==> src/rtl/psd_display_pkg.sv <==
// Shared types, glyphs and sizing helpers for the
// seven-segment scan driver.
package psd_display_pkg;

    localparam logic [6:0] SEG_BLANK = 7'h7F;
    localparam logic [6:0] SEG_DASH  = 7'h3F;

    typedef struct packed {
        logic       dash;
        logic       blank;
        logic [3:0] val;
    } dcode_t;

    typedef enum logic [1:0] {
        IDLE,
        CONVERT,
        COMMIT
    } state_t;

    // ceil(w * log10(2)); w*log10(2) is never an integer for w >= 1
    function automatic int bcd_digits(input int w);
        return (w * 301030 + 999999) / 1000000;
    endfunction

    function automatic logic [6:0] glyph(input logic [3:0] v);
        logic [6:0] g;
        case (v)
            4'h0: g = 7'h40;
            4'h1: g = 7'h79;
            4'h2: g = 7'h24;
            4'h3: g = 7'h30;
            4'h4: g = 7'h19;
            4'h5: g = 7'h12;
            4'h6: g = 7'h02;
            4'h7: g = 7'h78;
            4'h8: g = 7'h00;
            4'h9: g = 7'h10;
            4'hA: g = 7'h08;
            4'hB: g = 7'h03;
            4'hC: g = 7'h46;
            4'hD: g = 7'h21;
            4'hE: g = 7'h06;
            4'hF: g = 7'h0E;
        endcase
        return g;
    endfunction

    function automatic logic [6:0] seg_of(input dcode_t c);
        if (c.dash)
            return SEG_DASH;
        if (c.blank)
            return SEG_BLANK;
        return glyph(c.val);
    endfunction

endpackage

==> src/rtl/bin2bcd_seq.sv <==
// Sequential double-dabble: one shift-add-3 step per
// cycle, DATA_W steps after start, done pulses once.
module bin2bcd_seq
    import psd_display_pkg::*;
#(
    parameter int DATA_W = 16,
    parameter int NBCD   = bcd_digits(DATA_W)
) (
    input  logic                clock,
    input  logic                reset,
    input  logic                start,
    input  logic [DATA_W-1:0]   bin,
    output logic                done,
    output logic [4*NBCD-1:0]   bcd
);

    localparam int CW = $clog2(DATA_W + 1);

    logic [DATA_W-1:0] sh;
    logic [CW-1:0]     cnt;
    logic              run;
    logic [4*NBCD-1:0] adj;

    always_comb begin
        adj = bcd;
        for (int i = 0; i < NBCD; i++) begin
            if (bcd[4*i +: 4] >= 4'd5)
                adj[4*i +: 4] = bcd[4*i +: 4] + 4'd3;
        end
    end

    always_ff @(posedge clock or negedge reset) begin
        if (!reset) begin
            sh   <= '0;
            bcd  <= '0;
            cnt  <= '0;
            run  <= 1'b0;
            done <= 1'b0;
        end else begin
            done <= 1'b0;
            if (start) begin
                sh  <= bin;
                bcd <= '0;
                cnt <= CW'(DATA_W);
                run <= 1'b1;
            end else if (run) begin
                {bcd, sh} <= {adj[4*NBCD-2:0], sh, 1'b0};
                cnt       <= cnt - 1'b1;
                if (cnt == CW'(1)) begin
                    run  <= 1'b0;
                    done <= 1'b1;
                end
            end
        end
    end

endmodule

==> src/rtl/bcd7seg_scan_driver.sv <==
// Multi-digit common-anode seven-segment driver with
// decimal/hex conversion, blanking and overflow dashes.
module bcd7seg_scan_driver
    import psd_display_pkg::*;
#(
    parameter int DATA_W        = 16,
    parameter int DIGITS        = 5,
    parameter int REFRESH_DIV   = 100000,
    parameter bit BLANK_LEADING = 1'b1
) (
    input  logic              clock,
    input  logic              reset,
    input  logic              load_valid,
    output logic              load_ready,
    input  logic [DATA_W-1:0] load_data,
    input  logic              hex_mode,
    output logic              busy,
    output logic              overflow,
    output logic [6:0]        seg,
    output logic              dp,
    output logic [DIGITS-1:0] an
);

    localparam int NBCD = bcd_digits(DATA_W);
    localparam int NS   = (NBCD > DIGITS) ? NBCD : DIGITS;
    localparam int PW   = $clog2(REFRESH_DIV);
    localparam int IW   = (DIGITS > 1) ? $clog2(DIGITS) : 1;

    state_t                   state, nstate;
    logic [DATA_W-1:0]        data_q;
    logic                     hex_q;
    logic                     hex_done;
    logic                     bcd_done;
    logic [4*NBCD-1:0]        bcd;
    logic                     accept;
    logic [4*NS-1:0]          src;
    logic                     ovf_c;
    logic                     lead;
    dcode_t [DIGITS-1:0]      code;
    dcode_t [DIGITS-1:0]      disp;
    logic [PW-1:0]            pre;
    logic [IW-1:0]            idx, idx_n;
    logic                     tc;

    assign load_ready = (state == IDLE);
    assign busy       = !load_ready;
    assign accept     = load_valid && load_ready;
    assign dp         = 1'b1;

    bin2bcd_seq #(
        .DATA_W (DATA_W),
        .NBCD   (NBCD)
    ) u_b2b (
        .clock (clock),
        .reset (reset),
        .start (accept && !hex_mode),
        .bin   (load_data),
        .done  (bcd_done),
        .bcd   (bcd)
    );

    always_ff @(posedge clock or negedge reset) begin
        if (!reset)
            state <= IDLE;
        else
            state <= nstate;
    end

    always_comb begin
        nstate = state;
        unique case (state)
            IDLE:    if (accept) nstate = CONVERT;
            CONVERT: if (hex_q ? hex_done : bcd_done)
                         nstate = COMMIT;
            COMMIT:  nstate = IDLE;
            default: nstate = IDLE;
        endcase
    end

    always_ff @(posedge clock or negedge reset) begin
        if (!reset) begin
            data_q   <= '0;
            hex_q    <= 1'b0;
            hex_done <= 1'b0;
        end else begin
            if (accept) begin
                data_q <= load_data;
                hex_q  <= hex_mode;
            end
            hex_done <= (state == CONVERT) && hex_q && !hex_done;
        end
    end

    // Digits are scanned from the top so blanking stops at
    // the first nonzero digit; overflow forces dashes.
    always_comb begin
        src   = hex_q ? (4*NS)'(data_q) : (4*NS)'(bcd);
        ovf_c = 1'b0;
        lead  = 1'b1;
        code  = '0;
        for (int i = DIGITS; i < NS; i++) begin
            if (src[4*i +: 4] != 4'd0)
                ovf_c = 1'b1;
        end
        for (int i = DIGITS - 1; i >= 0; i--) begin
            code[i].val  = src[4*i +: 4];
            code[i].dash = ovf_c;
            if (src[4*i +: 4] != 4'd0)
                lead = 1'b0;
            code[i].blank = BLANK_LEADING && lead
                            && (i != 0) && !ovf_c;
        end
    end

    always_ff @(posedge clock or negedge reset) begin
        if (!reset) begin
            overflow <= 1'b0;
            for (int i = 0; i < DIGITS; i++)
                disp[i] <= {1'b0, BLANK_LEADING && (i != 0), 4'd0};
        end else if (state == COMMIT) begin
            overflow <= ovf_c;
            disp     <= code;
        end
    end

    assign tc = (pre == PW'(REFRESH_DIV - 1));

    always_comb begin
        idx_n = idx;
        if (tc)
            idx_n = (idx == IW'(DIGITS - 1)) ? '0 : idx + 1'b1;
    end

    always_ff @(posedge clock or negedge reset) begin
        if (!reset) begin
            pre <= '0;
            idx <= '0;
            an  <= '1;
            seg <= SEG_BLANK;
        end else begin
            pre <= tc ? '0 : pre + 1'b1;
            idx <= idx_n;
            an  <= ~(DIGITS'(1) << idx_n);
            seg <= seg_of(disp[idx_n]);
        end
    end

endmodule

==> config.mk <==
export PLATFORM = sky130hd
export DESIGN_NAME = bcd7seg_scan_driver
export DESIGN_NICKNAME = d
export VERILOG_FILES = /design/src/rtl/psd_display_pkg.sv /design/src/rtl/bin2bcd_seq.sv /design/src/rtl/bcd7seg_scan_driver.sv
export SDC_FILE = /design/constraint.sdc
export NUM_CORES = 1
export LEC_CHECK = 0
export BUFFER_PORTS_ARGS = -buffer_cell sky130_fd_sc_hd__buf_2
export CORE_ASPECT_RATIO = 1.75
export CORE_MARGIN = 5
export CORE_UTILIZATION = 45
export DETAILED_ROUTE_END_ITERATION = 8
export PLACE_DENSITY = 0.68
export SKIP_LAST_GASP = 1
export SLEW_MARGIN = 20
export SYNTH_ARGS = -nofsm -noshare
export SYNTH_HDL_FRONTEND = slang
export SYNTH_HIERARCHICAL = 1
export SYNTH_SLANG_ARGS = --single-unit
export TNS_END_PERCENT = 30
==> constraint.sdc <==
create_clock -name clock -period 3.1 [get_ports clock]
set_input_delay 0.155 -clock clock [delete_from_list [all_inputs] [get_ports clock]]
set_output_delay 0.155 -clock clock [all_outputs]
set_load 0.01 [all_outputs]
==> summary.md <==
| Metric | Value |
|---|---|
| RD Place Congestion | `0.8980` |
| Flops & latches, synth | `119` |
| Chip Width | `99.60 um` |
| Via count of the routed design | `4841` |
| Final setup fails | `0` |
| I/O pin count | `36` |
| Final antenna-violating net count | `0` |
| Worst EP required | `3430 ps` |
| Async S/R FF share, synth | `100.0%` |
| Worst skew pair latency | `around 410 ps` |
| Worst setup path startpoint | `pre[1]` |
| Synthesis-to-layout area growth | `20.48%` |
| CORE AREA | `0.01384 sq mm` |
| Min-delay worst type | `in -> reg` |
| Post-route setup TNS | `0 ps` |
| I/O Buffers | `33` |
| CTS tree | `yes` |
| Via-per-instance ratio | `5.571` |
| Min cycle time layout | `3013 ps` |
| Syn Nets | `656` |
| Total track usage | `18.60%` |
| Vias in the first global route | `5113` |
| Initial drt markers | `253` |
| Critical R2R Launch | `pre[1]` |
| Top_reg_cell synth | `dfrtp_1` |
| CTS clock-pin slew for the worst setup and hold paths | `60 ps` |
| Starting Density | `between 40% and 50%` |
| CP max stage cell | `dfrtp_1` |
| Worst vdd ir | `450.1 uV` |
| Sequential share of the synthesized area | `47.42%` |
| DR DRC count | `0` |
| Crit path max fanout | `13` |
| EDFF count, synth | `0` |
| CP peak stage delay | `400 ps` |
| Total gr overflow | `0` |
| Fmax | `between 0.3 and 0.4 GHz` |
| Worst Setup End Kind | `register` |
| Avg Inst Size Synth | `10.28 sq um` |
| Worst Path Buf+Inv | `3` |
| DIE AREA | `0.01661 sq mm` |
| Fin. Hold Viols | `0` |
| Met3 wire length | `~460 um` |
| Worst-path cell chain | `ha_4 -> and4_4 -> and4_4 -> mux2i_4 -> inv_4 -> a32o_1 -> a22oi_2 -> inv_2 -> ha_4 -> inv_2 -> nor2_1 -> mux2_2 -> a2111o_1` |
| Hold slack | `just under 10 ps` |
| Distinct cells, synth | `79` |
| Initial antenna violation count | `0` |
| RSZ-0062 raised after global routing | `true` |
| Leak | `3.469 nW` |
| YS warnings | `6` |
| Post-layout nets | `slightly above 700` |
| Final worst path period share | `97.21%` |
| H-tree depth | `4` |
| Share of cells above drive strength 1 | `24.86%` |
| Top sig layer | `met4` |
| Metal-1 WL | `5347 um` |
| Met2 wire length | `8349 um` |
| Detailed Route WL | `between 10000 and 15000 um` |
| Status | `finished, final reports clean` |
| CP arrival | `3350 ps` |
| Layout Utilization | `55.06%` |
| Cells after Synth | `615` |
| CTS buffer count | `17` |
| Clk root buf | `clkbuf_16` |
| Num Clock Sinks | `119` |
| Site row count | `57` |
| Final setup skew | `between 9 and 10 ps` |
| # diodes | `0` |
| Min-delay src | `load_data[2]` |
| Max-cap viol count | `0` |
| CTS max path bufs | `2` |
| Commonest non-fill, non-tap cell in the layout | `dfrtp_1` |
| Largest net degree at the start of global routing | `70` |
| Synthesized cell area | `about 0.0063 sq mm` |
| Cell family with most CP delay | `compound AO/OA/AOI/OAI gates` |
| Pre-antenna DRT Iters | `4` |
| Detailed-placement wirelength estimate | `10370 um` |
| Drt wl/cell | `16.92 um` |
| Rel. slew slack | `47.44%` |
| Pwr Density | `931.9 mW/mm^2` |
| Element type at the critical path start | `register` |
| First-pass GRT wire length | `24610 um` |
| Die Ht | `166.8 um` |
| Max-slew violation count | `0` |
| Worst Path Class, Setup | `reg -> reg` |
| Total power | `0.007098 W` |
| Most frequent cells in the layout | `101 x dfrtp_1, 73 x nand2_1, 53 x o21ai_0, 41 x mux2i_1, 32 x buf_2` |
| Slew @ Worst Pin | `788.4 ps` |
==> kinds of logic (layout without fill, tap and decap cells) <==
kind of cell | count (synthesis) | count (layout) | share of synthesized area [%]
AND/OR/NAND/NOR | 202 | 202 | 16.70
AO/OA/AOI/OAI | 125 | 125 | 13.14
flip-flops | 119 | 119 | 47.42
multiplexers | 63 | 63 | 10.59
buffers and inverters | 63 | 140 | 5.106
adder cells (fa/ha/maj) | 21 | 21 | 4.156
XOR/XNOR | 20 | 20 | 2.771
other | 2 | 2 | 0.1188
==> cells in the mapped netlist, types with 7 or more instances <==
| cell type | number | area [sq um] |
|---|---|---|
| dfrtp_1 | 103 | 2577 |
| buf_2 | 7 | 35.03 |
| xnor2_1 | 9 | 78.83 |
| mux2i_1 | 41 | 410.4 |
| nor2_1 | 31 | 116.4 |
| nand2b_1 | 11 | 68.82 |
| mux2_2 | 21 | 236.5 |
| nand2_1 | 73 | 274.0 |
| dfstp_2 | 16 | 420.4 |
| ha_1 | 21 | 262.8 |
| nand4_1 | 9 | 56.30 |
| a21oi_1 | 18 | 90.09 |
| clkbuf_1 | 13 | 48.80 |
| nand3_1 | 29 | 145.1 |
| o21ai_0 | 53 | 265.3 |
| inv_1 | 25 | 93.84 |
| xor2_1 | 11 | 96.34 |
==> worst reg2reg max path: stages (launching register included) <==
cell and delay [ps]:
dfrtp_1 400, ha_4 170, and4_4 250, and4_4 270, mux2i_4 270, inv_4 100
a32o_1 260, a22oi_2 250, inv_2 90, ha_4 170, inv_2 50, nor2_1 40
mux2_2 280, a2111o_1 350
==> path summary, 6_finish.rpt <==
| check | end | slack, ps | cells past startpoint |
|---|---|---|---|
| max | seg[0] | 90 | 13 |
| min | u_b2b/sh[2] | 10 | 3 |
| max reg2reg | seg[0] | 90 | 13 |
| min reg2reg | hex_done | 470 | 1 |
| max in group asynchronous | disp[28] | 1940 | 3 |
| min in group asynchronous | state[1] | 330 | 2 |
==> report_power, final <==
| part | internal (W) | leakage (nW) | switching [W] |
|---|---|---|---|
| Clock | 0.00147 | 0.308 | 0.000714 |
| Sequential | 0.00211 | 1.48 | 0.000606 |
| Combinational | 0.00108 | 1.68 | 0.00111 |
==> metal layers <==
metal  up-vias  track usage, %
li1       2307               -
met1      2381           19.31
met2       116           34.37
met3        37           3.893
met4         0           9.512
met5         -               0
==> area by class of cell <==
cell class	count	area, sq um
clock buffer	21	460.4
clock inverter	11	193.9
fill	1232	6218
inverter	30	120.1
multi-input combinational	433	3063
sequential	119	3000
tap	177	221.5
timing repair buffer	78	558.0
==> state kept, by name, indices dropped and copies added (netlist names) <==
name	cells
data_q	16
u_b2b/done	1
u_b2b/cnt	5
an	5
seg	7
pre	17
idx	3
u_b2b/bcd	20
state	2
disp	24
u_b2b/run	1
u_b2b/sh	16
hex_q	1
hex_done	1
==> what timing repair did <==
action                                  4_1_cts  5_1_grt
endpoints found under the setup margin        1        6
resized for setup                             1        9
endpoints found under the hold margin        64        0
hold buffers                                 16        0
pin swaps                                     0        4
setup buffers                                 0        5
==> metrics by stage <==
step	instances	instance area, sq um	setup slack (ps)
after floorplan	615	6350	-42.59
after global placement	816	6738	75.79
after detailed placement	816	6738	14.60
after CTS	864	7555	3.684
after global routing	869	7617	-36.25
final	869	7617	86.53
No activity file was read; power rests on OpenSTA's default activity.
